$ cat config.mk
export PLATFORM = sky130hd
export DESIGN_NAME = cpu_test_sequencer
export DESIGN_NICKNAME = d
export VERILOG_FILES = /design/src/rtl/cpu_test_pkg.sv /design/src/rtl/sat_counter.sv /design/src/rtl/cpu_test_sequencer.sv
export SDC_FILE = /design/constraint.sdc
export NUM_CORES = 1
export LEC_CHECK = 0
export ABC_AREA = 1
export ABC_CLOCK_PERIOD_IN_PS = 3790
export BUFFER_PORTS_ARGS = -buffer_cell sky130_fd_sc_hd__clkbuf_2
export CAP_MARGIN = 20
export CORE_AREA = 2 2 133 232
export CTS_BUF_LIST = sky130_fd_sc_hd__clkbuf_8
export CTS_CLUSTER_DIAMETER = 50
export CTS_CLUSTER_SIZE = 12
export DETAILED_ROUTE_END_ITERATION = 6
export DIE_AREA = 0 0 135 234
export PLACE_DENSITY = 0.66
export SLEW_MARGIN = 20
export SYNTH_ARGS = -nofsm -noshare
export SYNTH_HDL_FRONTEND = slang
export SYNTH_HIERARCHICAL = 1
export SYNTH_SLANG_ARGS = --single-unit
$ cat constraint.sdc
create_clock -name clk -period 3.79 [get_ports clk]
set_input_delay 0 -clock clk [delete_from_list [all_inputs] [get_ports clk]]
set_output_delay 0 -clock clk [all_outputs]
set_load 0.01 [all_outputs]
$ cat src/rtl/cpu_test_pkg.sv
// rtl/cpu_test_pkg.sv - shared types, constants and slot helper for the CPU test sequencer
package cpu_test_pkg;

    typedef enum logic [2:0] {
        ST_IDLE,
        ST_SEEK,
        ST_RESET,
        ST_RUN,
        ST_RECORD,
        ST_DONE
    } seq_state_e;

    localparam int unsigned DEFAULT_TIMEOUT = 100000;

    // Packed slot buses are zero-extended to this width before slot_extract is applied.
    localparam int unsigned SLOT_BUS_MAX_W = 1024;
    localparam int unsigned SLOT_BUS_IDX_W = $clog2(SLOT_BUS_MAX_W);

    // Returns bit bit_idx of slot `slot` from a packed bus of `width`-bit slots.
    function automatic logic slot_extract(
        input logic [SLOT_BUS_MAX_W-1:0] bus,
        input int unsigned               slot,
        input int unsigned               width,
        input int unsigned               bit_idx
    );
        return bus[SLOT_BUS_IDX_W'(slot * width + bit_idx)];
    endfunction

endpackage

$ cat src/rtl/sat_counter.sv
// rtl/sat_counter.sv - saturating accumulator with synchronous clear
module sat_counter #(
    parameter int unsigned WIDTH = 32
) (
    input  logic             clk,
    input  logic             reset_n,
    input  logic             clr,
    input  logic             en,
    input  logic [WIDTH-1:0] inc,
    output logic [WIDTH-1:0] count
);

    logic [WIDTH-1:0] count_q;
    logic [WIDTH-1:0] count_d;
    logic [WIDTH:0]   sum;

    // Clear wins over increment; an overflowing add pins the count at all-ones.
    always_comb begin
        sum     = {1'b0, count_q} + {1'b0, inc};
        count_d = count_q;
        if (clr) begin
            count_d = '0;
        end else if (en) begin
            count_d = sum[WIDTH] ? '1 : sum[WIDTH-1:0];
        end
    end

    // Count register.
    always_ff @(posedge clk or negedge reset_n) begin
        if (!reset_n) begin
            count_q <= '0;
        end else begin
            count_q <= count_d;
        end
    end

    assign count = count_q;

endmodule

$ cat src/rtl/cpu_test_sequencer.sv
// rtl/cpu_test_sequencer.sv - runs a table of CPU test vectors and records pass/fail and latency
module cpu_test_sequencer
    import cpu_test_pkg::*;
#(
    parameter int unsigned DATA_W     = 16,
    parameter int unsigned NUM_TESTS  = 4,
    parameter int unsigned CNT_W      = 32,
    parameter int unsigned TIMEOUT    = DEFAULT_TIMEOUT,
    parameter int unsigned RST_CYCLES = 1
) (
    input  logic                                                  clk,
    input  logic                                                  reset_n,
    input  logic                                                  start,
    input  logic [NUM_TESTS*DATA_W-1:0]                           test_in,
    input  logic [NUM_TESTS*DATA_W-1:0]                           test_exp,
    input  logic [NUM_TESTS-1:0]                                  test_en,
    input  logic [NUM_TESTS-1:0]                                  test_chain,
    output logic [DATA_W-1:0]                                     dut_in,
    output logic                                                  dut_reset,
    input  logic [DATA_W-1:0]                                     dut_out,
    output logic                                                  busy,
    output logic                                                  done,
    output logic [((NUM_TESTS > 1) ? $clog2(NUM_TESTS) : 1)-1:0]  cur_test,
    output logic [CNT_W-1:0]                                      cycle_count,
    output logic [CNT_W-1:0]                                      total_cycles,
    output logic [$clog2(NUM_TESTS+1)-1:0]                        pass_count,
    output logic [$clog2(NUM_TESTS+1)-1:0]                        fail_count,
    output logic [NUM_TESTS-1:0]                                  fail_mask
);

    localparam int unsigned IDX_W  = (NUM_TESTS > 1) ? $clog2(NUM_TESTS) : 1;
    localparam int unsigned RES_W  = $clog2(NUM_TESTS + 1);
    // The slot pointer must reach NUM_TESTS to mean "past the last slot".
    localparam int unsigned PTR_W  = RES_W;
    localparam int unsigned RCNT_W = $clog2(RST_CYCLES + 1);

    seq_state_e         state_q, state_d;
    logic [PTR_W-1:0]   ptr_q, ptr_d;
    logic [IDX_W-1:0]   cur_test_q, cur_test_d;
    logic [DATA_W-1:0]  dut_in_q, dut_in_d;
    logic               dut_reset_q, dut_reset_d;
    logic               busy_q, busy_d;
    logic               done_q, done_d;
    logic [CNT_W-1:0]   cycle_count_q, cycle_count_d;
    logic [RES_W-1:0]   pass_count_q, pass_count_d;
    logic [RES_W-1:0]   fail_count_q, fail_count_d;
    logic [NUM_TESTS-1:0] fail_mask_q, fail_mask_d;
    logic [RCNT_W-1:0]  rst_cnt_q, rst_cnt_d;
    logic               first_q, first_d;
    logic               pass_q, pass_d;

    logic                      start_accept;
    logic                      seek_found;
    logic [IDX_W-1:0]          seek_idx;
    logic [DATA_W-1:0]         seek_in;
    logic [DATA_W-1:0]         cur_exp;
    logic [SLOT_BUS_MAX_W-1:0] test_in_ext;
    logic [SLOT_BUS_MAX_W-1:0] test_exp_ext;
    logic [CNT_W-1:0]          run_cnt;
    logic [CNT_W-1:0]          run_cnt_next;

    assign start_accept = start && ((state_q == ST_IDLE) || (state_q == ST_DONE));
    assign test_in_ext  = SLOT_BUS_MAX_W'(test_in);
    assign test_exp_ext = SLOT_BUS_MAX_W'(test_exp);
    assign run_cnt_next = run_cnt + CNT_W'(1);

    // Counts RUN cycles of the current test; held at zero outside RUN so each test starts fresh.
    sat_counter #(
        .WIDTH(CNT_W)
    ) u_run_cnt (
        .clk    (clk),
        .reset_n(reset_n),
        .clr    (state_q != ST_RUN),
        .en     (state_q == ST_RUN),
        .inc    (CNT_W'(1)),
        .count  (run_cnt)
    );

    // Accumulates the latency of each recorded test across the sequence.
    sat_counter #(
        .WIDTH(CNT_W)
    ) u_total_cnt (
        .clk    (clk),
        .reset_n(reset_n),
        .clr    (start_accept),
        .en     (state_q == ST_RECORD),
        .inc    (cycle_count_q),
        .count  (total_cycles)
    );

    // Lowest enabled slot at or above the pointer; scanning downwards leaves the lowest hit.
    always_comb begin
        seek_found = 1'b0;
        seek_idx   = '0;
        for (int i = NUM_TESTS - 1; i >= 0; i--) begin
            if (test_en[i] && (i >= int'(ptr_q))) begin
                seek_found = 1'b1;
                seek_idx   = IDX_W'(i);
            end
        end
    end

    // Stimulus word of the slot being sought and expected word of the slot being run.
    always_comb begin
        seek_in = '0;
        cur_exp = '0;
        for (int unsigned b = 0; b < DATA_W; b++) begin
            seek_in[b] = slot_extract(test_in_ext, 32'(seek_idx), DATA_W, b);
            cur_exp[b] = slot_extract(test_exp_ext, 32'(cur_test_q), DATA_W, b);
        end
    end

    // Sequencer next-state and registered-output logic.
    always_comb begin
        state_d       = state_q;
        ptr_d         = ptr_q;
        cur_test_d    = cur_test_q;
        dut_in_d      = dut_in_q;
        dut_reset_d   = dut_reset_q;
        busy_d        = busy_q;
        done_d        = done_q;
        cycle_count_d = cycle_count_q;
        pass_count_d  = pass_count_q;
        fail_count_d  = fail_count_q;
        fail_mask_d   = fail_mask_q;
        rst_cnt_d     = rst_cnt_q;
        first_d       = first_q;
        pass_d        = pass_q;

        case (state_q)
            ST_IDLE, ST_DONE: begin
                if (start) begin
                    pass_count_d = '0;
                    fail_count_d = '0;
                    fail_mask_d  = '0;
                    ptr_d        = '0;
                    first_d      = 1'b1;
                    busy_d       = 1'b1;
                    done_d       = 1'b0;
                    state_d      = ST_SEEK;
                end
            end
            ST_SEEK: begin
                if (!seek_found) begin
                    busy_d      = 1'b0;
                    done_d      = 1'b1;
                    dut_reset_d = 1'b1;
                    state_d     = ST_DONE;
                end else begin
                    cur_test_d = seek_idx;
                    dut_in_d   = seek_in;
                    first_d    = 1'b0;
                    // A chained slot keeps the CPU state left by the previous test.
                    if (test_chain[seek_idx] && !first_q) begin
                        dut_reset_d = 1'b0;
                        state_d     = ST_RUN;
                    end else begin
                        dut_reset_d = 1'b1;
                        rst_cnt_d   = '0;
                        state_d     = ST_RESET;
                    end
                end
            end
            ST_RESET: begin
                if (rst_cnt_q == RCNT_W'(RST_CYCLES - 1)) begin
                    dut_reset_d = 1'b0;
                    state_d     = ST_RUN;
                end else begin
                    rst_cnt_d = rst_cnt_q + RCNT_W'(1);
                end
            end
            ST_RUN: begin
                // Match is tested first so a match on the timeout cycle counts as a pass.
                if (dut_out == cur_exp) begin
                    pass_d        = 1'b1;
                    cycle_count_d = run_cnt_next;
                    state_d       = ST_RECORD;
                end else if (run_cnt_next >= CNT_W'(TIMEOUT)) begin
                    pass_d        = 1'b0;
                    cycle_count_d = CNT_W'(TIMEOUT);
                    state_d       = ST_RECORD;
                end
            end
            ST_RECORD: begin
                if (pass_q) begin
                    pass_count_d = pass_count_q + RES_W'(1);
                end else begin
                    fail_count_d            = fail_count_q + RES_W'(1);
                    fail_mask_d[cur_test_q] = 1'b1;
                end
                ptr_d   = PTR_W'(cur_test_q) + PTR_W'(1);
                state_d = ST_SEEK;
            end
            default: begin
                state_d = ST_IDLE;
            end
        endcase
    end

    // State and output registers; reset parks the CPU in reset with all results cleared.
    always_ff @(posedge clk or negedge reset_n) begin
        if (!reset_n) begin
            state_q       <= ST_IDLE;
            ptr_q         <= '0;
            cur_test_q    <= '0;
            dut_in_q      <= '0;
            dut_reset_q   <= 1'b1;
            busy_q        <= 1'b0;
            done_q        <= 1'b0;
            cycle_count_q <= '0;
            pass_count_q  <= '0;
            fail_count_q  <= '0;
            fail_mask_q   <= '0;
            rst_cnt_q     <= '0;
            first_q       <= 1'b1;
            pass_q        <= 1'b0;
        end else begin
            state_q       <= state_d;
            ptr_q         <= ptr_d;
            cur_test_q    <= cur_test_d;
            dut_in_q      <= dut_in_d;
            dut_reset_q   <= dut_reset_d;
            busy_q        <= busy_d;
            done_q        <= done_d;
            cycle_count_q <= cycle_count_d;
            pass_count_q  <= pass_count_d;
            fail_count_q  <= fail_count_d;
            fail_mask_q   <= fail_mask_d;
            rst_cnt_q     <= rst_cnt_d;
            first_q       <= first_d;
            pass_q        <= pass_d;
        end
    end

    assign dut_in      = dut_in_q;
    assign dut_reset   = dut_reset_q;
    assign busy        = busy_q;
    assign done        = done_q;
    assign cur_test    = cur_test_q;
    assign cycle_count = cycle_count_q;
    assign pass_count  = pass_count_q;
    assign fail_count  = fail_count_q;
    assign fail_mask   = fail_mask_q;

endmodule

==> results.md <==
Clock tree:
- Counting along the longest clock path gives a buffer depth of 2.
- The maximum level of the CTS H-tree is 4.
- The buffer count from post-CTS setup fixing is 0.
- Clock latency on the worst-skew pair, taken at its later pin, is 500 ps.
- Clock tree synthesis found a total of 135 sinks.
- The tree is rooted in a clkbuf_8.
- Counting the buffers created by CTS gives 17.
- The CTS tree is done.
- After clock tree synthesis, the clock-pin slew on the worst setup and hold paths is 80 ps.

Worst setup path:
- The timing startpoint of the critical path is ptr_q[1]$_DFFE_PN0P_.
- The start of the worst register-to-register path is ptr_q[1]$_DFFE_PN0P_.
- The start-to-end type of the worst setup path is reg -> reg.
- The stage delay of the slowest cell on the critical path is 580 ps.
- In this design, the largest share of critical-path delay is due to buffers and inverters.
- For the worst setup path, the data required time is 4220 ps.
- Traced cell by cell, the critical path runs through a21boi_0 -> o21ai_0 -> nor2_2 -> buf_4 -> clkinv_1 -> nor2_1 -> o21ai_0 -> dlygate4sd3_1 -> a31oi_1 -> dlygate4sd3_1.
- STA classifies the critical path startpoint as a register.
- The arrival time at the worst endpoint is 3910 ps.
- Together, buffers and inverters on the worst path number 4.
- The critical-path maximum fanout is 18.
- The endpoint class of the critical path is a register.
- For this design, the slowest cell found on the critical path is dlygate4sd3_1.

Min path:
- The startpoint of the most critical hold path is test_chain[0].
- The worst hold path belongs to the class in -> reg.

Floorplan:
- The floorplan has 84 rows.
- The die is 234 um tall.
- After floorplanning, the core was sized to cover 29850 um2.
- The die covers 31590 um2.
- The effective utilization at floorplan is 0.4438.
- The die is 135 um wide.
- The top-level I/O count is 250.

Power:
- Summed over all cells, the static leakage comes to 9.331 nW.
- The worst supply voltage drop on vdd is 0.0003093 V.
- Power spread over the standard cell area amounts to 550.2 nW/um2.
- The total power consumption of the routed design is 8.732 mW.

Final layout:
- The filler cells instantiated in the layout total 3117.
- The diode insertion count for antenna repair is 0.
- Leaving out filler cells and counting taps, the final layout contains 2919.
- The final instance area is 15870 um2.
- The area growth from synthesis to layout is 19.79%.
- The net count of the finished layout is 2747.
- For this run, the share of the core covered by cells in the final layout is 0.5316.
- Of the cells placed in the final design, the portion with a size suffix greater than 1 is 0.1643.

Synth:
- The number of enable-type register cells in the synthesized netlist is 0.
- By area the synthesized netlist is led by nand2_1, dfrtp_1, inv_1.
- The post-synthesis register bit count is 135.
- The area share of the largest cell type after synthesis is 0.2527.
- Counting flops with an async set or reset pin after synthesis yields a share of 1.000.
- In the synthesized netlist, the cells that appear most often are nand2_1, inv_1, nor2_1.
- The most frequently used cell type in the post-synthesis netlist is nand2_1.
- The largest area contributor in the netlist is nand2_1.
- Dividing the synthesized area by the synthesized cell count gives 6.027 um2.
- The cell area after synthesis is 13250 um2.
- During synthesis, Yosys emitted a total of 6 warnings.
- The count of cell types in the netlist is 46.
- The most used flip-flop cell after synthesis is dfrtp_1.
- The share of the Yosys chip area taken by registers is 0.2552.
- The cell count after synthesis is 2198.

Placed design:
- The post-placement cell area is 14900 um2.
- Port buffering added 249 buffers.
- Routability-driven placement finished with a final weighted congestion of 1.006.
- Once detailed placement completed, the half-perimeter wirelength came to 36.71 mm.
- The number of placed instances, taps included, is 2835.

Detailed routing:
- For this run, design rule violations remaining after detail routing come to 0.
- The aggregate routed wire length is 45.95 mm.
- In the final routing, the length of wire on met1 measures 16.06 mm.
- Detailed routing placed a total of 24.88 mm of wire on met2.
- Detailed routing placed a total of 1.504 mm of wire on met3.
- For this block, the via count after detailed routing is 14800.
- For this block, the initial DRC count from the detailed router was 696.
- The first detailed-routing pass ran for 5 iterations.
- In this run the top signal layer used is met4.
- After detailed routing, the average wire length per cell comes to 15.74 um.
- Dividing the detail-routed via count by the number of cells gives 5.069.
- The count of nets left with antenna violations after detail routing is 0.

STA:
- The final count of pins violating max slew is 0.
- Derived from the worst setup path, the maximum achievable clock frequency is 287.6 MHz.
- The final period demand of the worst path is 3477 ps.
- Setup repair after global routing left no endpoint under its margin.
- The count of endpoints failing hold in the final timing report is 0.
- Across the routed clock network, the largest skew measured is 15.64 ps.
- The transition time of the tightest slew-check pin is 993.3 ps.
- In the final timing run, aggregate negative setup slack is 0 ps.
- In this run the tightest slew margin relative to its limit is 0.3371.
- The final setup violation count is 0.
- The period utilization is 0.9174.

Global route:
- The number of antenna violations at the first check in global routing is 0.
- After global routing the overflow that remains totals 0.
- The global-route wire length before repair is 71.78 mm.
- The global routing usage summed across all routing layers is 0.2919.
- Entering global routing, the biggest net connects 61 pins.
- The number of global-route vias before repair is 14420.

Outcome:
- The flow ran to the end, and the final reports show no timing, DRC or antenna violations.

Flow run:
- The tool flagged a number of max-cap violations equal to 0.
## what timing repair did
item,in CTS,in global routing
resized for setup,0,0
setup endpoints to repair,0,0
hold buffers,52,0
endpoints found under the hold margin,85,0
## path summary, 6_finish.rpt
check | end | slack, ps | depth (start not counted)
min | dut_reset$_DFFE_PN1P_ | 30 | 8
min in group asynchronous | u_total_cnt/count[30]$_DFFE_PN0P_ | 50 | 2
min reg2reg | fail_count[2]$_DFFE_PN0P_ | 470 | 1
max in group asynchronous | u_run_cnt/count[7]$_DFFE_PN0P_ | 2650 | 3
max reg2reg | dut_in[2]$_DFFE_PN0P_ | 310 | 10
max | dut_in[2]$_DFFE_PN0P_ | 310 | 10
## kinds of logic after synthesis
family                   count (synthesis)  synth area share
other                                    2         0.0005669
flip-flops                             135            0.2552
AND/OR/NAND/NOR                       1399            0.4572
adder cells (fa/ha/maj)                 73           0.07008
XOR/XNOR                                40           0.02645
AO/OA/AOI/OAI                          176           0.07386
buffers and inverters                  373            0.1166
## per-stage QoR
stage / hold WS, ps / setup WS [ps]
2_1_floorplan: -295.6 / 1603
3_3_place_gp: 38.92 / 883.3
3_5_place_dp: 41.51 / 905.7
4_1_cts: 12.39 / 374.2
5_1_grt: 90.69 / 37.11
6_report: 27.75 / 313.0
## flip-flops by register name, summed over array words and instances (netlist names)
name               flops
fail_count             3
pass_count             3
ptr_q                  3
done                   1
cur_test               2
cycle_count           32
dut_reset              1
first_q                1
u_run_cnt/count       32
dut_in                16
pass_q                 1
state_q                3
fail_mask              4
u_total_cnt/count     32
busy                   1
## placed cells by master, fill, tap and decap left out, types with 3 or more instances in the layout
cell type        n
clkinv_4         5
nand3b_1        18
o21ai_0         69
and3_1           6
bufinv_16        4
clkinv_1         7
o21bai_1         3
dlygate4sd3_1   52
nand3_2         24
o21ai_1         31
clkbuf_8        18
dfrtp_1        133
inv_2           31
nand4_1         20
a31oi_1         16
a22o_1           3
inv_1          292
nor2_4           7
nor3_1          15
nor2_2          19
nand2_4          7
nand2_1        892
nand2_2         19
buf_4           12
xor2_1          40
a21oi_4          4
ha_1            71
and2_1          13
clkbuf_2       248
nor2_1         208
a21oi_1         44
conb_1          33
nand3_1        141
a21boi_0         3
## layout make-up
| class | instances | area, um2 | share of cell area |
|---|---|---|---|
| multi-input combinational | 1721 | 8446 | 0.5322 |
| clock inverter | 14 | 200.2 | 0.01262 |
| clock buffer | 18 | 247.7 | 0.01561 |
| tap | 387 | 484.2 | 0.03051 |
| timing repair buffer | 313 | 1863 | 0.1174 |
| inverter | 331 | 1247 | 0.07861 |
| sequential | 135 | 3381 | 0.2130 |
## report_power, final
part	internal, mW	total, mW	switching, mW
Clock	0.740	1.41	0.666
Sequential	1.80	2.25	0.449
Combinational	1.84	5.08	3.24
## routing by layer
metal  global-route usage  vias to the layer above
met5                    0                        -
met4               0.2074                        0
met3              0.04280                      188
met2               0.5531                      384
met1               0.2850                     6798
li1                     -                     7426
## worst min-delay path, cell delays in order
cell and delay [ps]:
clkbuf_2 80, nand2_1 40, o21ai_0 60, nand2_1 50, nand2_1 70, nand3_1 90
inv_1 60, a21oi_1 50
(Power assumes the default switching activity.)
